==> src/rtl/mem_arb_pkg.sv <==
// rtl/mem_arb_pkg.sv - shared types and default widths for the unified memory port arbiter
package mem_arb_pkg;

    localparam int ADDR_W_DEF        = 64;
    localparam int DATA_W_DEF        = 64;
    localparam int INST_W_DEF        = 32;
    localparam int MAX_DM_STREAK_DEF = 4;

    typedef enum logic [1:0] {
        IDLE  = 2'd0,
        ISSUE = 2'd1,
        WAIT  = 2'd2
    } arb_state_t;

    typedef enum logic [1:0] {
        OWN_NONE = 2'd0,
        OWN_IF   = 2'd1,
        OWN_DM   = 2'd2
    } arb_owner_t;

endpackage

==> src/rtl/mem_port_arbiter_if.sv <==
// rtl/mem_port_arbiter_if.sv - single-ported memory bus: valid/ready request, rvalid response
interface mem_port_arbiter_if #(
    parameter int ADDR_W = 64,
    parameter int DATA_W = 64
);
    logic                  valid;
    logic                  ready;
    logic                  we;
    logic [ADDR_W-1:0]     addr;
    logic [DATA_W-1:0]     wdata;
    logic [DATA_W/8-1:0]   be;
    logic                  rvalid;
    logic [DATA_W-1:0]     rdata;

    modport master (
        output valid, we, addr, wdata, be,
        input  ready, rvalid, rdata
    );

    modport slave (
        input  valid, we, addr, wdata, be,
        output ready, rvalid, rdata
    );
endinterface

==> src/rtl/mem_arb_select.sv <==
// rtl/mem_arb_select.sv - combinational owner choice; DM first unless the fairness force is raised
module mem_arb_select
    import mem_arb_pkg::*;
(
    input  logic       i_if_req,
    input  logic       i_if_flush,
    input  logic       i_dm_req,
    input  logic       i_force_if,
    output arb_owner_t o_owner
);

    logic w_if_ok;

    assign w_if_ok = i_if_req && !i_if_flush;

    always_comb begin
        o_owner = OWN_NONE;
        if (w_if_ok && i_force_if) begin
            o_owner = OWN_IF;
        end else if (i_dm_req) begin
            o_owner = OWN_DM;
        end else if (w_if_ok) begin
            o_owner = OWN_IF;
        end
    end

endmodule

==> src/rtl/mem_port_arbiter.sv <==
// rtl/mem_port_arbiter.sv - IF/DM arbiter in front of one unified memory port
// Optional DM-streak fairness limit is compiled in with ARB_FAIR_EN.
module mem_port_arbiter
    import mem_arb_pkg::*;
#(
    parameter int ADDR_W        = ADDR_W_DEF,
    parameter int DATA_W        = DATA_W_DEF,
    parameter int INST_W        = INST_W_DEF,
    parameter int MAX_DM_STREAK = MAX_DM_STREAK_DEF
)
(
    input  logic                i_clk,
    input  logic                i_reset,
    input  logic                i_if_req,
    input  logic [ADDR_W-1:0]   i_if_addr,
    input  logic                i_if_flush,
    output logic                o_if_gnt,
    output logic                o_if_rvalid,
    output logic [INST_W-1:0]   o_if_rdata,
    output logic                o_if_stall,
    input  logic                i_dm_req,
    input  logic                i_dm_we,
    input  logic [ADDR_W-1:0]   i_dm_addr,
    input  logic [DATA_W-1:0]   i_dm_wdata,
    input  logic [DATA_W/8-1:0] i_dm_be,
    output logic                o_dm_gnt,
    output logic                o_dm_rvalid,
    output logic [DATA_W-1:0]   o_dm_rdata,
    output logic                o_dm_stall,
    mem_port_arbiter_if.master  mem_bus
);

    localparam int BE_W = DATA_W / 8;

    arb_state_t          r_state;
    arb_owner_t          r_owner;
    arb_owner_t          w_sel;
    logic                r_we;
    logic [ADDR_W-1:0]   r_addr;
    logic [DATA_W-1:0]   r_wdata;
    logic [BE_W-1:0]     r_be;
    logic                r_if_a2;
    logic                r_if_drop;
    logic                w_force_if;
    logic                w_if_gnt;
    logic                w_dm_gnt;
    logic                w_if_rvalid;
    logic                w_dm_rvalid;

    mem_arb_select u_select (
        .i_if_req   (i_if_req),
        .i_if_flush (i_if_flush),
        .i_dm_req   (i_dm_req),
        .i_force_if (w_force_if),
        .o_owner    (w_sel)
    );

`ifdef ARB_FAIR_EN
    localparam int STREAK_W = $clog2(MAX_DM_STREAK + 1);
    logic [STREAK_W-1:0] r_dm_streak;

    always_ff @(posedge i_clk) begin
        if (i_reset) begin
            r_dm_streak <= '0;
        end else if (w_if_gnt || !i_dm_req) begin
            r_dm_streak <= '0;
        end else if (w_dm_gnt && (r_dm_streak != STREAK_W'(MAX_DM_STREAK))) begin
            r_dm_streak <= r_dm_streak + 1'b1;
        end
    end

    assign w_force_if = (r_dm_streak == STREAK_W'(MAX_DM_STREAK));
    logic w_unused_bits;
    assign w_unused_bits = ^{i_if_addr[1:0], i_dm_addr[2:0]};
`else
    assign w_force_if = 1'b0;
    logic w_unused_bits;
    assign w_unused_bits = ^{i_if_addr[1:0], i_dm_addr[2:0], MAX_DM_STREAK[0]};
`endif

    // Handshake outputs are combinational so a same-cycle ready/rvalid is reported without delay.
    assign w_if_gnt    = !i_reset && (r_state == ISSUE) && (r_owner == OWN_IF) && mem_bus.ready;
    assign w_dm_gnt    = !i_reset && (r_state == ISSUE) && (r_owner == OWN_DM) && mem_bus.ready;
    assign w_if_rvalid = !i_reset && (r_state == WAIT) && (r_owner == OWN_IF) && mem_bus.rvalid
                         && !r_if_drop && !i_if_flush;
    assign w_dm_rvalid = !i_reset && (r_state == WAIT) && (r_owner == OWN_DM) && mem_bus.rvalid;

    assign o_if_gnt    = w_if_gnt;
    assign o_dm_gnt    = w_dm_gnt;
    assign o_if_rvalid = w_if_rvalid;
    assign o_dm_rvalid = w_dm_rvalid;
    assign o_if_rdata  = !w_if_rvalid ? '0 :
                         (r_if_a2 ? mem_bus.rdata[2*INST_W-1:INST_W] : mem_bus.rdata[INST_W-1:0]);
    assign o_dm_rdata  = w_dm_rvalid ? mem_bus.rdata : '0;
    assign o_if_stall  = !i_reset && i_if_req && !w_if_rvalid;
    assign o_dm_stall  = !i_reset && i_dm_req && !w_dm_rvalid;

    assign mem_bus.valid = !i_reset && (r_state == ISSUE);
    assign mem_bus.we    = r_we;
    assign mem_bus.addr  = r_addr;
    assign mem_bus.wdata = r_wdata;
    assign mem_bus.be    = r_be;

    always_ff @(posedge i_clk) begin
        if (i_reset) begin
            r_state   <= IDLE;
            r_owner   <= OWN_NONE;
            r_we      <= 1'b0;
            r_addr    <= '0;
            r_wdata   <= '0;
            r_be      <= '0;
            r_if_a2   <= 1'b0;
            r_if_drop <= 1'b0;
        end else begin
            case (r_state)
                IDLE: begin
                    if (w_sel != OWN_NONE) begin
                        r_owner   <= w_sel;
                        r_state   <= ISSUE;
                        r_if_drop <= 1'b0;
                        if (w_sel == OWN_DM) begin
                            r_we    <= i_dm_we;
                            r_addr  <= {i_dm_addr[ADDR_W-1:3], 3'b000};
                            r_wdata <= i_dm_wdata;
                            r_be    <= i_dm_we ? i_dm_be : '1;
                            r_if_a2 <= 1'b0;
                        end else begin
                            r_we    <= 1'b0;
                            r_addr  <= {i_if_addr[ADDR_W-1:3], 3'b000};
                            r_wdata <= '0;
                            r_be    <= '1;
                            r_if_a2 <= i_if_addr[2];
                        end
                    end
                end
                ISSUE: begin
                    // A flushed fetch still has to finish on the bus; only its response is dropped.
                    if ((r_owner == OWN_IF) && i_if_flush) begin
                        r_if_drop <= 1'b1;
                    end
                    if (mem_bus.ready) begin
                        r_state <= WAIT;
                    end
                end
                WAIT: begin
                    if ((r_owner == OWN_IF) && i_if_flush) begin
                        r_if_drop <= 1'b1;
                    end
                    if (mem_bus.rvalid) begin
                        r_state <= IDLE;
                        r_owner <= OWN_NONE;
                    end
                end
                default: begin
                    r_state <= IDLE;
                    r_owner <= OWN_NONE;
                end
            endcase
        end
    end

endmodule

==> src/flat_wrapper.sv <==
// flat-port wrapper written by rule: the top's interface ports become plain ports
module mem_port_arbiter_flat import mem_arb_pkg::*;
#(
    parameter int ADDR_W        = ADDR_W_DEF,
    parameter int DATA_W        = DATA_W_DEF,
    parameter int INST_W        = INST_W_DEF,
    parameter int MAX_DM_STREAK = MAX_DM_STREAK_DEF
)
  (i_clk, i_reset, i_if_req, i_if_addr, i_if_flush, o_if_gnt, o_if_rvalid, o_if_rdata, o_if_stall, i_dm_req, i_dm_we, i_dm_addr, i_dm_wdata, i_dm_be, o_dm_gnt, o_dm_rvalid, o_dm_rdata, o_dm_stall, mem_bus_valid, mem_bus_we, mem_bus_addr, mem_bus_wdata, mem_bus_be, mem_bus_ready, mem_bus_rvalid, mem_bus_rdata);
  mem_port_arbiter_if #(.ADDR_W(ADDR_W), .DATA_W(DATA_W)) mem_bus_i ();
  input  logic i_clk;
  input  logic i_reset;
  input  logic i_if_req;
  input  logic [ADDR_W-1:0] i_if_addr;
  input  logic i_if_flush;
  output logic o_if_gnt;
  output logic o_if_rvalid;
  output logic [INST_W-1:0] o_if_rdata;
  output logic o_if_stall;
  input  logic i_dm_req;
  input  logic i_dm_we;
  input  logic [ADDR_W-1:0] i_dm_addr;
  input  logic [DATA_W-1:0] i_dm_wdata;
  input  logic [DATA_W/8-1:0] i_dm_be;
  output logic o_dm_gnt;
  output logic o_dm_rvalid;
  output logic [DATA_W-1:0] o_dm_rdata;
  output logic o_dm_stall;
  output wire logic [$bits(mem_bus_i.valid)-1:0] mem_bus_valid;
  output wire logic [$bits(mem_bus_i.we)-1:0] mem_bus_we;
  output wire logic [$bits(mem_bus_i.addr)-1:0] mem_bus_addr;
  output wire logic [$bits(mem_bus_i.wdata)-1:0] mem_bus_wdata;
  output wire logic [$bits(mem_bus_i.be)-1:0] mem_bus_be;
  input wire logic [$bits(mem_bus_i.ready)-1:0] mem_bus_ready;
  input wire logic [$bits(mem_bus_i.rvalid)-1:0] mem_bus_rvalid;
  input wire logic [$bits(mem_bus_i.rdata)-1:0] mem_bus_rdata;
  assign mem_bus_valid = mem_bus_i.valid;
  assign mem_bus_we = mem_bus_i.we;
  assign mem_bus_addr = mem_bus_i.addr;
  assign mem_bus_wdata = mem_bus_i.wdata;
  assign mem_bus_be = mem_bus_i.be;
  assign mem_bus_i.ready = mem_bus_ready;
  assign mem_bus_i.rvalid = mem_bus_rvalid;
  assign mem_bus_i.rdata = mem_bus_rdata;
  mem_port_arbiter #(.ADDR_W(ADDR_W), .DATA_W(DATA_W), .INST_W(INST_W), .MAX_DM_STREAK(MAX_DM_STREAK)) u_core (.i_clk(i_clk), .i_reset(i_reset), .i_if_req(i_if_req), .i_if_addr(i_if_addr), .i_if_flush(i_if_flush), .o_if_gnt(o_if_gnt), .o_if_rvalid(o_if_rvalid), .o_if_rdata(o_if_rdata), .o_if_stall(o_if_stall), .i_dm_req(i_dm_req), .i_dm_we(i_dm_we), .i_dm_addr(i_dm_addr), .i_dm_wdata(i_dm_wdata), .i_dm_be(i_dm_be), .o_dm_gnt(o_dm_gnt), .o_dm_rvalid(o_dm_rvalid), .o_dm_rdata(o_dm_rdata), .o_dm_stall(o_dm_stall), .mem_bus(mem_bus_i));
endmodule
==> config.mk <==
export PLATFORM = sky130hd
export DESIGN_NAME = mem_port_arbiter_flat
export DESIGN_NICKNAME = d
export VERILOG_FILES = /design/src/rtl/mem_arb_pkg.sv /design/src/rtl/mem_port_arbiter_if.sv /design/src/rtl/mem_arb_select.sv /design/src/rtl/mem_port_arbiter.sv /design/src/flat_wrapper.sv
export SDC_FILE = /design/constraint.sdc
export NUM_CORES = 1
export LEC_CHECK = 0
export ABC_AREA = 0
export CELL_PAD_IN_SITES_DETAIL_PLACEMENT = 0
export CELL_PAD_IN_SITES_GLOBAL_PLACEMENT = 1
export CORE_AREA = 8 8 192 194
export CTS_CLUSTER_SIZE = 24
export DETAILED_ROUTE_END_ITERATION = 12
export DIE_AREA = 0 0 200 202
export PLACE_DENSITY_LB_ADDON = 0.1
export SYNTH_ARGS = -nofsm -noshare
export SYNTH_HDL_FRONTEND = slang
export SYNTH_SLANG_ARGS = --single-unit
==> constraint.sdc <==
create_clock -name i_clk -period 4.71 [get_ports i_clk]
set_clock_uncertainty 0.05 [all_clocks]
set_input_delay 0.942 -clock i_clk [delete_from_list [all_inputs] [get_ports i_clk]]
set_output_delay 0.942 -clock i_clk [all_outputs]
set_load 0.005 [all_outputs]
# Word level (Yosys, flattened, before mapping)
# Cells that the tools add are included.
# W data, S select, Z words.
word_totals:
  output_inout_bits: 240
  ff_bits: 143
  elab_cells: 69
  in_bits: 272
classes:
  n_mux: 20
  bitwise_logic: 1
  n_eq_ne: 9
  n_reduce_logical: 31
ops:
  columns: ["op", "n"]
  rows:
  - ["$mux W64", 3]
  - ["$mux W32", 2]
  - ["$logic_and A1 B1 Y1", 18]
  - ["$mux W8", 2]
  - ["$pmux W2 S3", 2]
  - ["$mux W2", 5]
  - ["$reduce_and A3 Y1", 3]
  - ["$eq A2 B2 Y1 const B", 3]
  - ["$logic_not A1 Y1", 5]
  - ["$mux W1", 5]
  - ["$eq A2 B1 Y1 const B", 2]
  - ["$ne A2 B1 Y1 const B", 2]
  - ["$ne A2 B2 Y1 const B", 2]
  - ["$reduce_bool A2 Y1", 2]
  - ["$logic_not A2 Y1", 1]
  - ["$pmux W1 S2", 1]
  - ["$reduce_and A2 Y1", 1]
  - ["$reduce_or A2 Y1", 1]
  - ["$not A1 Y1", 1]

# Depth between registers and ports, before layout
logic_depth:
  ltp_word: 8
  ltp_mapped: 7
  depth_no_buf: 5

# Hierarchy
# From an unflattened synthesis, not the netlist that was laid out.
hier_totals:
  hier_cells: 770
  area_unflattened_um2: 6602.6
modules_own_cells:
  columns: ["module", "area_per_inst_um2", "n_inst", "cells_each"]
  rows:
  - ["mem_port_arbiter", 6578.8, 1, 766]
  - ["mem_arb_select", 23.8, 1, 4]

# Least setup slack after synthesis
# OpenSTA, ideal clock, no wires.
synth_path:
  path_type: "input-to-output"
  from: "input port i_reset"
  to: "output port o_if_rdata[10]"
  slack_ns: 1.776
  n_path_buf: 2
  t_arrival_ns: 1.942
  stages: 5
  path_cell_list: "nand3b_4 > or4_4 > buf_6 > buf_6 > nor2_2"
synth_via:
  elab_chain_cells: 7
synth_lines:
  columns: ["element", "line", "text"]
  rows:
  - ["start, declared", "flat_wrapper.sv:12", "input logic i_reset;"]
  - ["$logic_not A1 Y1", "mem_port_arbiter.sv:84", "assign w_if_rvalid = !i_reset && (r_state == WAIT) && (r_owner == OWN_IF) && mem_bus.rvalid"]
  - ["$logic_and A1 B1 Y1 (3 in series)", "mem_port_arbiter.sv:84", null]
  - ["$logic_and A1 B1 Y1 (2 in series)", "mem_port_arbiter.sv:85", "&& !r_if_drop && !i_if_flush;"]
  - ["$mux W32", "mem_port_arbiter.sv:92", "assign o_if_rdata = !w_if_rvalid ? '0 :"]
  - ["end, declared", "flat_wrapper.sv:18", "output logic [INST_W-1:0] o_if_rdata;"]
# No other way between the ends.

# Final worst setup path
layout_path:
  from: "input port mem_bus_rvalid"
  to: "output port o_if_stall"
layout_via:
  elab_chain_cells: 5
layout_lines:
  columns: ["element", "line", "text"]
  rows:
  - ["start, declared", "flat_wrapper.sv:35", "input wire logic [$bits(mem_bus_i.rvalid)-1:0] mem_bus_rvalid;"]
  - ["$logic_and A1 B1 Y1", "mem_port_arbiter.sv:84", null]
  - ["$logic_and A1 B1 Y1 (2 in series)", "mem_port_arbiter.sv:85", null]
  - ["$logic_not A1 Y1", null, null]
  - ["$logic_and A1 B1 Y1", "mem_port_arbiter.sv:95", "assign o_if_stall = !i_reset && i_if_req && !w_if_rvalid;"]
  - ["end, declared", "flat_wrapper.sv:19", "output logic o_if_stall;"]
# No other way between the ends.

==> summary.txt <==
Global route
  – Grt total ovfl: 0
  – Met2 Usage GRT: 29.5%
  – Gr usage total: 16.0%
  – First-pass GRT wire length: 48,600 µm
  – Largest net degree at the start of global routing: 77
  – Routing usage on met1: 16.2%
  – Initial antenna violation count: 2
  – Top Usage Layer GRT: met2
  – GRT met3 Usage: 6.45%
  – Vias in the first global route: 7,235

Floorplanning
  – I/O Pins: 512
  – DIE AREA: 40,400 µm²
  – DIE WIDTH: 200 µm
  – Total core area: 33,900 µm²
  – Starting Density: 20.2%
  – # rows: 68
  – Die height: 202 µm

Drt
  – First-pass DRT Iterations: 5
  – DR vias: 6,865
  – DRT iter0 DRCs: 228
  – Drc violations: 0
  – Post-Route WL: 33,800 µm
  – Post-DR wirelength/cell: 21.5 µm
  – Via-to-Cell Ratio: 4.36
  – Post-route ant nets: 0

Setup path
  – CP Max Fanout: 34
  – Reg2Reg Depth: 6
  – Worst EP arrival: 3.20 ns
  – Startpoint types: input port
  – Crit Reg-Reg Endpoint: u_core.r_owner[0]
  – CP endpoint kind: output port
  – Data required, critical path: 3.72 ns
  – FF-to-FF Start: u_core.r_state[1]
  – Critical path class: in2out
  – Worst R2R Setup Slack: 2.20 ns

Cells and area
  – N_diodes: 0
  – Fraction of layout cells with a size suffix above 1: 8.12%
  – Nets: 1,384
  – Final Core Density: 37.8%
  – P&R area growth vs syn: 87.4%

Hold path
  – Hold Startpoint: u_core.mem_bus.we
  – Hold Path Stages: 2
  – Hold Path End: u_core.mem_bus.we
  – Hold Crit Class: reg2reg

Timing
  – RSZ-0062 raised after global routing: no
  – Worst Max-Slew Pin Slew: 0.862 ns
  – Slew Limit Fails: 0
  – Rel. slew slack: 42.5%
  – Setup total negative slack: 0 ns
  – Hold Vio Cnt, Final: 0
  – Hold slack: 0.421 ns
  – Max Clk Rate: 0.239 GHz
  – Minimum clock period: 4.19 ns
  – # setup viols final: 0
  – Period utilisation layout: 88.9%

Yosys
  – Syn Std Cell Area: 6850 µm²
  – Gate Count Post-Synth: 650
  – Post-synth top area share: 40.9%
  – Synth cell types: 42
  – Yosys reg bits: 140
  – Sequential area share after synthesis: 40.9%
  – Synth Flop Type: dfxtp_1
  – Syn avg cell area: 10.5 µm²
  – Synth area leader: dfxtp_1
  – Top cells by area, synth: dfxtp_1, mux2i_1, o211a_1
  – Number of synthesized flops with an enable pin: 0
  – Yosys warnings: 0
  – Synth async-reset ratio: 0%

Run status
  – Status: complete, no violations

Power and ir drop
  – VDD IR max: 0.000179 V
  – Leak pwr: 5.23 nW
  – Power per cell area: 364 nW/µm²

Placement
  – Post-DP HPWL: 26,500 µm
  – Port Buffer Count: 503
  – Placer Congestion: 0.804

Clock tree
  – Skew-Pair Late Insertion Delay: 0.41 ns
  – Clock H-tree levels: 4
  – CTS tree: built
  – CTS Buf Count: 17
  – Clock root cell: clkbuf_16
  – Setup Fix Bufs, Post-CTS: 0
  – CTS Buffer Depth: 2
  – CTS Sinks: 140
  – Clock Pin Slew Worst Setup and Hold Paths: 0.05 ns
  – Hold buffer count at cts: 0
  – Post_cts resized: 0

Run
  – Max Cap Viol: 0
where the power goes:
part | leakage (nW) | total, mW | internal (mW) | switching (mW)
clock network | 0.287 | 1.38 | 0.837 | 0.541
registers | 1.16 | 1.60 | 1.46 | 0.139
logic | 3.79 | 1.70 | 0.959 | 0.745
total | 5.23 | 4.68 | 3.25 | 1.42
metal layers:
| metal | part of all wire [%] | wire length (µm) |
|---|---|---|
| met1 | 36 | 12200 |
| met2 | 51 | 17400 |
| met3 | 10 | 3470 |
| met4 | 2.2 | 742 |
| met5 | 0.062 | 21 |
final cells by class:
cell class	count	area, µm²
Tap cell	455	569
Multi-Input combinational cell	431	3680
Sequential cell	140	2800
Timing Repair Buffer	513	5160
Clock inverter	13	168
Fill cell	3337	21100
Inverter	5	18.8
Clock buffer	19	433
cells in the final DEF (no fill, tap or decap), types with 9 or more instances in the layout:
master / netlist / final
a22o_1: 64 / 64
and2_1: 64 / 64
dfxtp_1: 140 / 139
clkdlybuf4s50_1: 0 / 502
o211ai_1: 61 / 61
mux2i_1: 95 / 95
o221a_2: 9 / 9
nor2_4: 9 / 10
clkbuf_16: 0 / 17
o211a_1: 61 / 61
nor2_2: 20 / 20
cell usage after synthesis, types with 6 or more instances:
cell / instances
a22o_1: 64
o211ai_1: 61
clkbuf_1: 22
nor2_4: 9
and2_1: 64
buf_2: 34
o211a_1: 61
dfxtp_1: 140
nand2_1: 6
nor2_2: 20
nor2_1: 7
mux2i_1: 95
buf_1: 11
o221a_2: 9
registers in the layout, indices dropped and copies added, names as in the netlist:
| register | cells |
|---|---|
| u_core.r_if_a2 | 1 |
| u_core.mem_bus.addr | 61 |
| u_core.mem_bus.we | 1 |
| u_core.r_state | 2 |
| u_core.mem_bus.be | 8 |
| u_core.r_if_drop | 1 |
| u_core.mem_bus.wdata | 64 |
| u_core.r_owner | 2 |
worst max-delay path by stage:
stage | to | depth (start not counted) | slack, ns | start
2_1_floorplan | o_if_rdata[10] | 5 | 1.78 | i_reset
3_3_place_gp | o_if_stall | 5 | 0.47 | mem_bus_rvalid
3_5_place_dp | o_if_stall | 5 | 0.48 | mem_bus_rvalid
4_1_cts | o_if_stall | 5 | 0.47 | mem_bus_rvalid
5_1_grt | o_if_rdata[1] | 5 | 0.44 | mem_bus_rvalid
6_report | o_if_stall | 5 | 0.52 | mem_bus_rvalid
critical path, cell delays in order:
cell             delay, ns
clkdlybuf4s50_1       0.52
nand3b_4              0.11
or4_4                 0.81
and3_1                0.32
clkdlybuf4s50_1       0.50
cells by family after synthesis:
family          count (synthesis)  share of synthesized area, %
flops                         140                          40.9
mux                            96                          14.1
buf+inv                        81                          5.90
compound gates                204                          26.5
simple gates                  124                          11.9
fa+ha+maj                       4                         0.731
other cells                     1                        0.0548
through the flow:
stage	setup slack (ns)	instances	total power [mW]	area (µm²)
2_1_floorplan	1.78	652	2.31	6850
3_3_place_gp	0.469	1544	3.36	12200
3_5_place_dp	0.479	1544	3.36	12200
4_1_cts	0.469	1576	4.77	12800
5_1_grt	0.441	1576	4.96	12800
6_report	0.521	1576	4.68	12800
Note: power is estimated with default switching activity, not from simulation.
